===== src/rtl/mmu09_clkgen_if.sv =====
// mmu09_clkgen front-end signal bundle.
// master = clock generator, slave = SBC side.
interface mmu09_clkgen_if;
  logic ext_reset;
  logic irq_ack;
  logic qclk;
  logic eclk;
  logic reset_n;
  logic irq_n;
  logic e_fall;

  modport master (
    input  ext_reset,
    input  irq_ack,
    output qclk,
    output eclk,
    output reset_n,
    output irq_n,
    output e_fall
  );

  modport slave (
    output ext_reset,
    output irq_ack,
    input  qclk,
    input  eclk,
    input  reset_n,
    input  irq_n,
    input  e_fall
  );
endinterface


===== src/rtl/mmu09_clkgen.sv =====
// 6809 Q/E clock divider, reset stretcher/debouncer, tick irq.
// Define TICK_IRQ_EN to build the periodic tick interrupt.
module mmu09_clkgen #(
  parameter int RESET_ECYCLES = 4,
  parameter int DEBOUNCE_CLKS = 16,
  parameter int TICK_ECYCLES  = 1000
) (
  input  logic           clk,
  input  logic           reset,
  mmu09_clkgen_if.master bus
);

  typedef enum logic {
    RS_HOLD = 1'b0,
    RS_RUN  = 1'b1
  } rst_st_e;

  localparam logic [15:0] DB_LAST =
    16'(DEBOUNCE_CLKS - 1);
  localparam logic [7:0] RS_LAST =
    8'(RESET_ECYCLES);

  logic [1:0] phase;
  logic       ph3;
  logic       q_q;
  logic       e_q;
  logic       ef_q;

  assign ph3 = (phase == 2'd3);

  always_ff @(posedge clk) begin
    if (reset) begin
      phase <= 2'd0;
      q_q   <= 1'b0;
      e_q   <= 1'b0;
      ef_q  <= 1'b0;
    end else begin
      phase <= phase + 2'd1;
      ef_q  <= ph3;
      unique case (phase)
        2'd0: q_q <= 1'b1;
        2'd1: e_q <= 1'b1;
        2'd2: q_q <= 1'b0;
        2'd3: e_q <= 1'b0;
      endcase
    end
  end

  logic        sync1;
  logic        sync2;
  logic        deb;
  logic [15:0] dcnt;

  always_ff @(posedge clk) begin
    if (reset) begin
      sync1 <= 1'b0;
      sync2 <= 1'b0;
      deb   <= 1'b0;
      dcnt  <= 16'd0;
    end else begin
      sync1 <= bus.ext_reset;
      sync2 <= sync1;
      if (sync2 != deb) begin
        if (dcnt == DB_LAST) begin
          deb  <= sync2;
          dcnt <= 16'd0;
        end else begin
          dcnt <= dcnt + 16'd1;
        end
      end else begin
        dcnt <= 16'd0;
      end
    end
  end

  rst_st_e    st;
  rst_st_e    st_d;
  logic [7:0] ecnt;
  logic [7:0] ecnt_d;
  logic [7:0] ecnt_inc;

  assign ecnt_inc =
    (ecnt == 8'hff) ? ecnt : ecnt + 8'd1;

  always_ff @(posedge clk) begin
    if (reset) begin
      st   <= RS_HOLD;
      ecnt <= 8'd0;
    end else begin
      st   <= st_d;
      ecnt <= ecnt_d;
    end
  end

  // release lands on a phase-3 edge so reset_n rises with E falling
  always_comb begin
    st_d   = st;
    ecnt_d = ecnt;
    unique case (st)
      RS_HOLD: begin
        if (deb) begin
          ecnt_d = 8'd0;
        end else if (ph3) begin
          ecnt_d = ecnt_inc;
          if (ecnt_inc >= RS_LAST)
            st_d = RS_RUN;
        end
      end
      RS_RUN: begin
        if (deb) begin
          st_d   = RS_HOLD;
          ecnt_d = 8'd0;
        end
      end
    endcase
  end

  assign bus.qclk    = q_q;
  assign bus.eclk    = e_q;
  assign bus.e_fall  = ef_q;
  assign bus.reset_n = (st == RS_RUN);

`ifdef TICK_IRQ_EN
  localparam logic [15:0] TK_LAST =
    16'(TICK_ECYCLES - 1);

  logic [15:0] tick;
  logic        irq_q;
  logic        drop;
  logic        wrap;

  assign drop = (st == RS_RUN) && deb;
  assign wrap = ph3 && (tick == TK_LAST);

  // a wrap on the same edge as an ack keeps irq_n low
  always_ff @(posedge clk) begin
    if (reset) begin
      tick  <= 16'd0;
      irq_q <= 1'b1;
    end else if (st == RS_HOLD) begin
      tick  <= 16'd0;
      irq_q <= 1'b1;
    end else begin
      if (drop)
        tick <= 16'd0;
      else if (ph3)
        tick <= wrap ? 16'd0 : tick + 16'd1;
      if (wrap && !drop)
        irq_q <= 1'b0;
      else if (bus.irq_ack)
        irq_q <= 1'b1;
    end
  end

  assign bus.irq_n = irq_q;
`else
  assign bus.irq_n = 1'b1;
`endif

endmodule


===== src/flat_wrapper.sv =====
// flat-port wrapper written by rule: the top's interface ports become plain ports
module mmu09_clkgen_flat 
#(
  parameter int RESET_ECYCLES = 4,
  parameter int DEBOUNCE_CLKS = 16,
  parameter int TICK_ECYCLES  = 1000
)
  (clk, reset, bus_ext_reset, bus_irq_ack, bus_qclk, bus_eclk, bus_reset_n, bus_irq_n, bus_e_fall);
  mmu09_clkgen_if bus_i ();
  input  logic clk;
  input  logic reset;
  input wire logic [$bits(bus_i.ext_reset)-1:0] bus_ext_reset;
  input wire logic [$bits(bus_i.irq_ack)-1:0] bus_irq_ack;
  output wire logic [$bits(bus_i.qclk)-1:0] bus_qclk;
  output wire logic [$bits(bus_i.eclk)-1:0] bus_eclk;
  output wire logic [$bits(bus_i.reset_n)-1:0] bus_reset_n;
  output wire logic [$bits(bus_i.irq_n)-1:0] bus_irq_n;
  output wire logic [$bits(bus_i.e_fall)-1:0] bus_e_fall;
  assign bus_i.ext_reset = bus_ext_reset;
  assign bus_i.irq_ack = bus_irq_ack;
  assign bus_qclk = bus_i.qclk;
  assign bus_eclk = bus_i.eclk;
  assign bus_reset_n = bus_i.reset_n;
  assign bus_irq_n = bus_i.irq_n;
  assign bus_e_fall = bus_i.e_fall;
  mmu09_clkgen #(.RESET_ECYCLES(RESET_ECYCLES), .DEBOUNCE_CLKS(DEBOUNCE_CLKS), .TICK_ECYCLES(TICK_ECYCLES)) u_core (.clk(clk), .reset(reset), .bus(bus_i));
endmodule

===== config.mk =====
export PLATFORM = sky130hd
export DESIGN_NAME = mmu09_clkgen_flat
export DESIGN_NICKNAME = d
export VERILOG_FILES = /design/src/rtl/mmu09_clkgen_if.sv /design/src/rtl/mmu09_clkgen.sv /design/src/flat_wrapper.sv
export SDC_FILE = /design/constraint.sdc
export NUM_CORES = 1
export LEC_CHECK = 0
export CAP_MARGIN = 0
export CORE_MARGIN = 2
export CORE_UTILIZATION = 57
export DETAILED_ROUTE_END_ITERATION = 8
export GPL_TIMING_DRIVEN = 0
export PLACE_DENSITY = 0.82
export SLEW_MARGIN = 20
export SYNTH_ARGS = -nofsm -noshare
export SYNTH_HDL_FRONTEND = slang
export SYNTH_SLANG_ARGS = --single-unit

===== constraint.sdc =====
create_clock -name clk -period 2.1 [get_ports clk]
set_clock_uncertainty 0.15 [all_clocks]
set_input_delay 0.525 -clock clk [delete_from_list [all_inputs] [get_ports clk]]
set_output_delay 0.525 -clock clk [all_outputs]
set_load 0.05 [all_outputs]

Word level (Yosys, flattened, before mapping)
Cells that the tools add are included.
{ "totals": {"reg_bits": 33, "inputBits": 4} }
{ "classes": {"add_sub_neg": 3, "n_lt_le_gt_ge": 1, "n_eq_ne": 8, "muxes": 12, "n_bitwise": 2, "n_reduce_logical": 6} }
{ "ops": {"columns": ["operator", "n"], "rows": [
  ["two-way mux 8 bit", 4],
  ["adder 16 x 1 -> 16 bit, second input constant", 1],
  ["equality test 16 x 4 -> 1 bit, second input constant", 1],
  ["one-hot mux 8 bit (2 select lines)", 1],
  ["adder 8 x 1 -> 8 bit, second input constant", 1],
  ["equality test 8 bit, second input constant", 1],
  ["greater-or-equal comparator 8 x 3 -> 1 bit, second input constant", 1],
  ["one-hot mux 1 bit (2 select lines)", 3],
  ["equality test 2 bit, second input constant", 2],
  ["two-way mux 1 bit", 4],
  ["AND reduction 2 bit", 2],
  ["nonzero test 2 bit", 2],
  ["!= test 3 x 1 -> 1 bit, second input constant", 1],
  ["OR reduction 3 bit", 1],
  ["adder 2 x 1 -> 2 bit, second input constant", 1],
  ["equality test 2 x 1 -> 1 bit, second input constant", 1],
  ["zero test 2 bit", 1],
  ["!= test 2 x 1 -> 1 bit, second input constant", 1],
  ["inverter 1 bit", 2],
  ["!= test 1 bit", 1]
]} }

Longest topological paths before layout
Gate-level depths: netlist of run 1.
{ "logic_depth": {"depth_word": 7, "depth_mapped": 6} }

Worst setup path after synthesis of run 1
Ideal clock, no wire load.
{ "synth_timing": {"path_kind": "reg2reg", "start": "register u_core.st (netlist: u_core.bus.reset_n)", "end": "register u_core.ecnt[5]", "setup_ps": 70, "t_arrival_ps": 1556, "required_time_ps": 1880, "slack_ps": 324, "path_stages_with_launch": 5, "path_buffers": 0, "cell_sequence": "dfxtp_1 > and2b_1 > o31ai_4 > or4_1 > a21oi_1"} }
{ "synth_between": {"elab_chain_cells": 3, "elab_cells_between_ends": 5, "cone_classes": "eq/ne (2); mux (1); bitwise (1); reduce/logical (1)"} }
{ "synth_rtl": {"columns": ["element", "line", "rtl"], "rows": [
  ["start, declared", "mmu09_clkgen.sv:76", "rst_st_e st;"],
  ["start signal, assigned", "mmu09_clkgen.sv:90", "st <= st_d;"],
  ["inverter 1 bit", "mmu09_clkgen.sv:99", "unique case (st)"],
  ["!= test 3 x 1 -> 1 bit (no line)", null, null],
  ["AND reduction 2 bit (no line)", null, null],
  ["end signal, assigned", "mmu09_clkgen.sv:91", "ecnt <= ecnt_d;"],
  ["end, declared", "mmu09_clkgen.sv:78", "logic [7:0] ecnt;"]
]} }
Parallel ways exist; a longest one is shown, timed or not.
A chain may end at the register's enable or synchronous reset.

Final worst setup path of run 1
{ "layout_timing": {"start": "register u_core.ecnt[0]", "end": "register u_core.st (netlist: u_core.bus.reset_n)"} }
{ "layout_between": {"elab_chain_cells": 7, "elab_cells_between_ends": 8, "cone_classes": "add/sub (1); order compare (1); eq/ne (1); mux (5)"} }
{ "layout_rtl": {"columns": ["element", "line", "rtl"], "rows": [
  ["adder 8 x 1 -> 8 bit / equality test 8 bit (equally long branches)", "mmu09_clkgen.sv:83", "(ecnt == 8'hff) ? ecnt : ecnt + 8'd1;"],
  ["two-way mux 8 bit *", "mmu09_clkgen.sv:83", null],
  ["greater-or-equal comparator 8 x 3 -> 1 bit *", "mmu09_clkgen.sv:105", "if (ecnt_inc >= RS_LAST)"],
  ["two-way mux 1 bit *", "mmu09_clkgen.sv:105", null],
  ["two-way mux 1 bit *", "mmu09_clkgen.sv:103", "end else if (ph3) begin"],
  ["two-way mux 1 bit *", "mmu09_clkgen.sv:101", "if (deb) begin"],
  ["one-hot mux 1 bit (2 select lines) *", "mmu09_clkgen.sv:99", null]
]} }
Mark *: on every way between the ends. The rest lies on a longest branch, timed or not.

==> flow_metrics.tcl, run 1 <==
set metrics [dict create \
    status "completed" \
    p_leak_nw 0.612 \
    cp-end-kind "flip-flop" \
    grt_pass1_vias 1206 \
    cpPeakStageDelay_ns 0.55 \
    synth_top_flop_cell "dfxtp_1" \
    min_period_ns 1.98 \
    overflow 0 \
    worst-endpoint-required_ns 2.17 \
    die_h_um 55.9 \
    ctsLongestPathBuffers 2 \
    netlist_instances 169 \
    via_count 1242 \
    yosysWarnings 0 \
    r2r-start "u_core.ecnt[0]" \
    ir_drop_mv 0.574 \
    met2_usage_pct 35.4 \
    worst-path-max-fanout 9 \
    startpoint_type "flip-flop" \
    cp_data_arrival_time_ns 2.05 \
    crit_chain "ha_1 > nand2_2 > or4b_1 > a32oi_1 > a211oi_1" \
    finalHoldViolations 0 \
    met3_usage_pct 7.91 \
    antenna_found_initial 0 \
    utilization_pct 67.4 \
    wl_per_cell_um 13.4 \
    postCtsSetupBuffers 0 \
    cts_buffers 5 \
    clk_latency_ns 0.34 \
    cp_slowest_cell "or4b_1" \
    syn_area_um2 1540 \
    ys_types 40 \
    max_cap_violations 0 \
    p_per_area_nw_per_um2 660 \
    postSynth.asyncResetShare_pct 0 \
    hold_path.class "flip-flop to flip-flop" \
    ant_nets 0 \
    h-tree-depth 2 \
    ys_seq_elements 33 \
    portBuffers 6 \
    io_pins 9 \
    top_usage_layer "met2" \
    diodes 0 \
    report.final.slew_viol_count 0 \
    synthToLayoutAreaGrowth_pct 10.6 \
    die_x_um 55.9 \
    final_nets 192 \
    initial_utilization_pct 60.9 \
    coreArea_um2 2520 \
    globalplace.congestion 0.882 \
    crit_type "flip-flop to flip-flop" \
    ctsHoldBuffers 0 \
    dp_cells 205 \
    synth_edf_count 0 \
    fmaxAchievable_mhz 505 \
    cts_root_buffer "clkbuf_4" \
    viasPerCell 5.83 \
    clkTransAtPathRegs_ns 0.10 \
    avgSynthCellArea_um2 9.09 \
    timing.final.crit_share_pct 94.4 \
    rsz0062_at_grt "false" \
    cts.sinks 33 \
    use_met1_pct 24.4 \
    syn_nets 179 \
    rows 18 \
    grt_pass1_wl_mm 5.22 \
    drt_iter0_drc 50 \
    wirelength_mm 2.85 \
    yosysSeqAreaShare_pct 43.0 \
    hpwlAfterDp_mm 2.06 \
    layout-drive-gt1-share_pct 9.29 \
    min_from "u_core.sync1" \
    setup_viol_count_final 0 \
    dieArea_um2 3130 \
    drc 0 \
    path_buf_inv 0 \
    dr.pass1.iters 4 \
    instances_no_fill 213 \
    cp-startpoint "u_core.ecnt[0]" \
    grt.total_usage_pct 21.0 \
    cts_tree "built" \
    critPathTopFamily "simple AND/OR/NAND/NOR gates" \
    grt_start_max_net_pins 11 \
]
## cell usage in the layout, fill, tap and decap left out, drive strengths merged, types with 3 or more instances in the layout
cell / instances
dfxtp: 33
nor2: 23
nand2: 12
nand3: 9
clkbuf: 9
nor3: 8
xor2: 8
a21oi: 6
ha: 6
nor2b: 5
nor4: 5
xnor2: 5
or4: 5
o31ai: 5
nand4: 4
dlygate4sd2: 4
and3: 4
inv: 3
mux2i: 3
or4b: 3
## cells by family after synthesis
logic type                 Yosys count  share of synthesized area, %
and+or+nand+nor                     88                          31.9
DFF                                 33                          43.0
AOI/OAI and AO/OA                   18                          8.55
xor gates and xnor gates            13                          7.41
buffers and inverters                7                          2.04
adders and majority gates            6                          4.89
muxes                                3                          1.95
other                                1                         0.244
## sequential cells by signal, indices dropped and copies added (netlist names)
name / flops
u_core.ecnt: 8
u_core.bus.eclk: 1
u_core.bus.qclk: 1
u_core.sync2: 1
u_core.bus.e_fall: 1
u_core.sync1: 1
u_core.deb: 1
u_core.dcnt: 16
u_core.bus.reset_n: 1
u_core.phase: 2
## per-layer routing
layer | share of wire, % | vias up
met5 | 0 | -
met4 | 1.6 | 0
met3 | 5.1 | 6
met2 | 51 | 36
met1 | 42 | 569
li1 | - | 631
## Yosys cell counts, types with 2 or more instances
master	instances	area, µm²
dfxtp_1	33	661
xnor2_1	5	43.8
xor2_1	8	70.1
nor3_1	8	40.0
a21oi_1	6	30.0
and4_1	2	17.5
nand3_1	7	35.0
a211oi_1	2	15.0
ha_1	6	75.1
o21bai_1	2	15.0
or2_2	2	12.5
nand2_1	11	41.3
and3_1	3	18.8
mux2i_1	3	30.0
nor2_1	23	86.3
nor2b_1	5	31.3
nor4_1	5	31.3
inv_1	3	11.3
or4_1	5	37.5
or4b_1	3	30.0
nand4_1	4	25.0
o31ai_1	4	30.0
clkbuf_1	2	7.51
## path summary, 6_finish.rpt
kind,cells after the start,to,slack (ns)
setup / recovery,5,u_core.bus.reset_n,0.12
setup reg to reg,5,u_core.bus.reset_n,0.12
hold / removal,1,u_core.sync2,0.31
hold reg to reg,1,u_core.sync2,0.31
## repair_timing
| item | in CTS | in global routing |
|---|---|---|
| resized for setup | 4 | 0 |
| hold endpoints to repair | 0 | 0 |
| endpoints found under the setup margin | 4 | 0 |
## where the power goes
| part | switching, mW | leakage, nW | total (mW) | internal [mW] |
|---|---|---|---|---|
| clock | 0.212 | 0.0413 | 0.406 | 0.194 |
| combinational | 0.0455 | 0.304 | 0.0694 | 0.0239 |
| sequential | 0.00859 | 0.267 | 0.646 | 0.638 |
| total | 0.266 | 0.612 | 1.12 | 0.855 |
## worst reg2reg max path: stages, from the launching register on
cell      delay [ns]
dfxtp_1         0.43
ha_1            0.25
nand2_2         0.15
or4b_1          0.55
a32oi_1         0.23
a211oi_1        0.10
## layout make-up
cell class | instances | area, µm²
clock inverters | 1 | 5.00
inverters | 3 | 11.3
repair buffers | 6 | 55.1
fillers | 220 | 823
clock buffers | 7 | 65.1
well taps | 30 | 37.5
multi-input cells | 129 | 845
flip-flops and latches | 33 | 661
plain buffers | 4 | 20.0
## per-stage QoR
stage	worst slack (ns)	power, mW	instance area [µm²]	setup TNS, ns	hold WS, ns
after floorplan	0.324	0.712	1540	0	0.264
after global placement	-0.0676	0.731	1630	-0.650	0.288
after detailed placement	-0.140	0.735	1630	-1.29	0.280
after CTS	0.140	1.13	1700	0	0.309
after global routing	0.00495	1.17	1700	0	0.338
final	0.118	1.12	1700	0	0.306
No activity file was read; power rests on OpenSTA's default activity.
==> run 2, diff against run 1 <==
CAP_MARGIN = default   (was 0)
CORE_ASPECT_RATIO = 1.25   (was default)
==> run 2 against run 1 <==
Against the previous run: total power is 3.9% higher; largest cell class unchanged; clock-buffer cell count is 2 lower; utilization is 2.4 points lower.
==> flow_metrics.tcl, run 2 (synthesis gave the netlist of run 1 again) <==
set metrics [dict create \
    p_per_area_nw_per_um2 682 \
    startpoint_type "flip-flop" \
    hpwlAfterDp_mm 2.09 \
    die_x_um 50.4 \
    p_seq_share_pct 55.4 \
    final.fill_count 226 \
    cts_tree "built" \
    finalHoldViolations 0 \
    worst-path-max-fanout 9 \
    cp_data_arrival_time_ns 2.04 \
    rsz0062_at_grt "false" \
    fmaxAchievable_mhz 506 \
    crit_type "flip-flop to flip-flop" \
    clkTransAtPathRegs_ns 0.10 \
    diodes 0 \
    drc 0 \
    timing.final.crit_share_pct 94.0 \
    combPwrFrac_pct 6.0 \
    via_count 1273 \
    cp-end-kind "flip-flop" \
    ant_nets 0 \
    clkPwrFrac_pct 38.6 \
    mostFrequentLayoutCells "33 x dfxtp_1, 23 x nor2_1, 11 x nand2_1, 8 x nor3_1, 8 x xor2_1" \
    cts_root_buffer "clkbuf_4" \
    overflow 0 \
    cp_slowest_cell "or4b_1" \
    clk_latency_ns 0.34 \
    antenna_found_initial 0 \
    hold_depth 1 \
    worst-endpoint-required_ns 2.16 \
    cpPeakStageDelay_ns 0.55 \
    grt_start_max_net_pins 11 \
    min_from "u_core.sync1" \
    final_common_cell "dfxtp_1" \
    crit_chain "ha_1 > nand2_2 > or4b_1 > a32oi_1 > a211oi_1" \
    holdWs_ns 0.304 \
    r2r-start "u_core.ecnt[0]" \
    rows 21 \
    setup_viol_count_final 0 \
    utilization_pct 65.0 \
    largest_register_ffs 16 \
    rr_worst_depth 5 \
    p_int_mw 0.904 \
    ctsHoldBuffers 0 \
    wirelength_mm 2.86 \
    h-tree-depth 2 \
    largest_register "u_core.dcnt" \
    coreArea_um2 2630 \
    dieArea_um2 3130 \
    cts.sinks 33 \
    layout-drive-gt1-share_pct 9.34 \
    grt_pass1_wl_mm 5.13 \
    swShare_pct 22.4 \
    regToRegSetupSlack_ns 0.13 \
    ir_drop_mv 0.469 \
    initial_utilization_pct 58.5 \
    drt_iter0_drc 46 \
    report.final.slew_viol_count 0 \
    status "completed" \
    cts_buffers 5 \
    max_cap_violations 0 \
    hold_path.class "flip-flop to flip-flop" \
    wl_per_cell_um 13.2 \
    die_h_um 62.0 \
    r2r-end "u_core.bus.reset_n" \
    p_leak_nw 0.612 \
    portBuffers 6 \
    holdPathEnd "u_core.sync2" \
    synthToLayoutAreaGrowth_pct 11.2 \
    top_regs "u_core.dcnt: 16 flops, u_core.ecnt: 8 flops, u_core.phase: 2 flops" \
    io_pins 9 \
    dr.pass1.iters 4 \
    grt_pass1_vias 1249 \
    viasPerCell 5.89 \
    min_period_ns 1.97 \
    grt.total_usage_pct 22.1 \
    ctsLongestPathBuffers 2 \
    globalplace.congestion 0.878 \
    final_nets 192 \
    p_switching_mw 0.261 \
]
-- run 2: cell count changes in the layout (fill, tap and decap cells not counted), sizes merged --
cell,before,now
clkbuf,9,7
bufinv,0,1
-- run 2: what timing repair did --
item                                    4_1_cts  5_1_grt
gates resized for setup                       4        1
buffers inserted                              0        0
gates cloned                                  0        0
endpoints found under the setup margin        4        1
-- run 2: layer usage --
| metal | wire (µm) | part of all wire (%) | GRT usage (%) | vias up |
|---|---|---|---|---|
| li1 | - | - | - | 626 |
| met1 | 1160 | 41 | 21.5 | 612 |
| met2 | 1520 | 53 | 43.6 | 30 |
| met3 | 130 | 4.5 | 7.18 | 5 |
| met4 | 40 | 1.4 | 8.88 | 0 |
| met5 | 0 | 0 | 0 | - |
-- run 2: worst max-delay path, delay by kind of cell, from the launching register on --
kind                     cells  cell delay (ns)
AND/OR/NAND/NOR              2             0.70
flip-flops                   1             0.42
AO/OA/AOI/OAI                2             0.34
adder cells (fa/ha/maj)      1             0.25
-- run 2: power by group through the flow --
stage	Sequential [mW]	Combinational, mW	Clock, mW
after global routing	0.648	0.0780	0.487
after CTS	0.646	0.0702	0.463
final	0.646	0.0693	0.450
after global placement	0.659	0.0704	0
after detailed placement	0.661	0.0733	0
after floorplan	0.676	0.0354	0
-- run 2: how the worst max path moves through the flow --
stage / endpoint / slack, ns / cells past startpoint / from
2_1_floorplan: u_core.ecnt[5] / 0.32 / 4 / u_core.bus.reset_n
4_1_cts: bus_reset_n / 0.13 / 1 / u_core.bus.reset_n
3_5_place_dp: u_core.dcnt[11] / -0.09 / 6 / reset
6_report: u_core.bus.reset_n / 0.13 / 5 / u_core.ecnt[0]
3_3_place_gp: u_core.dcnt[8] / -0.05 / 6 / reset
5_1_grt: u_core.bus.reset_n / 0.003 / 5 / u_core.ecnt[0]
-- run 2: area by class of cell --
cell class / instances / area, µm² / area share, %
clock inverters: 2 / 35.0 / 2.05
flip-flops and latches: 33 / 661 / 38.7
repair buffers: 6 / 55.1 / 3.22
clock buffers: 5 / 37.5 / 2.20
multi-input cells: 129 / 846 / 49.5
inverters: 3 / 11.3 / 0.659
well taps: 34 / 42.5 / 2.49
plain buffers: 4 / 20.0 / 1.17
-- run 2: per-stage QoR --
step / power [mW] / TNS [ns] / instances / worst slack, ns / cell area (µm²)
global route: 1.21 / 0 / 216 / 0.00274 / 1710
global placement: 0.730 / -0.500 / 209 / -0.0522 / 1640
floorplan: 0.712 / 0 / 169 / 0.324 / 1540
CTS: 1.18 / 0 / 216 / 0.132 / 1710
detailed placement: 0.734 / -0.848 / 209 / -0.0938 / 1640
finish: 1.16 / 0 / 216 / 0.125 / 1710
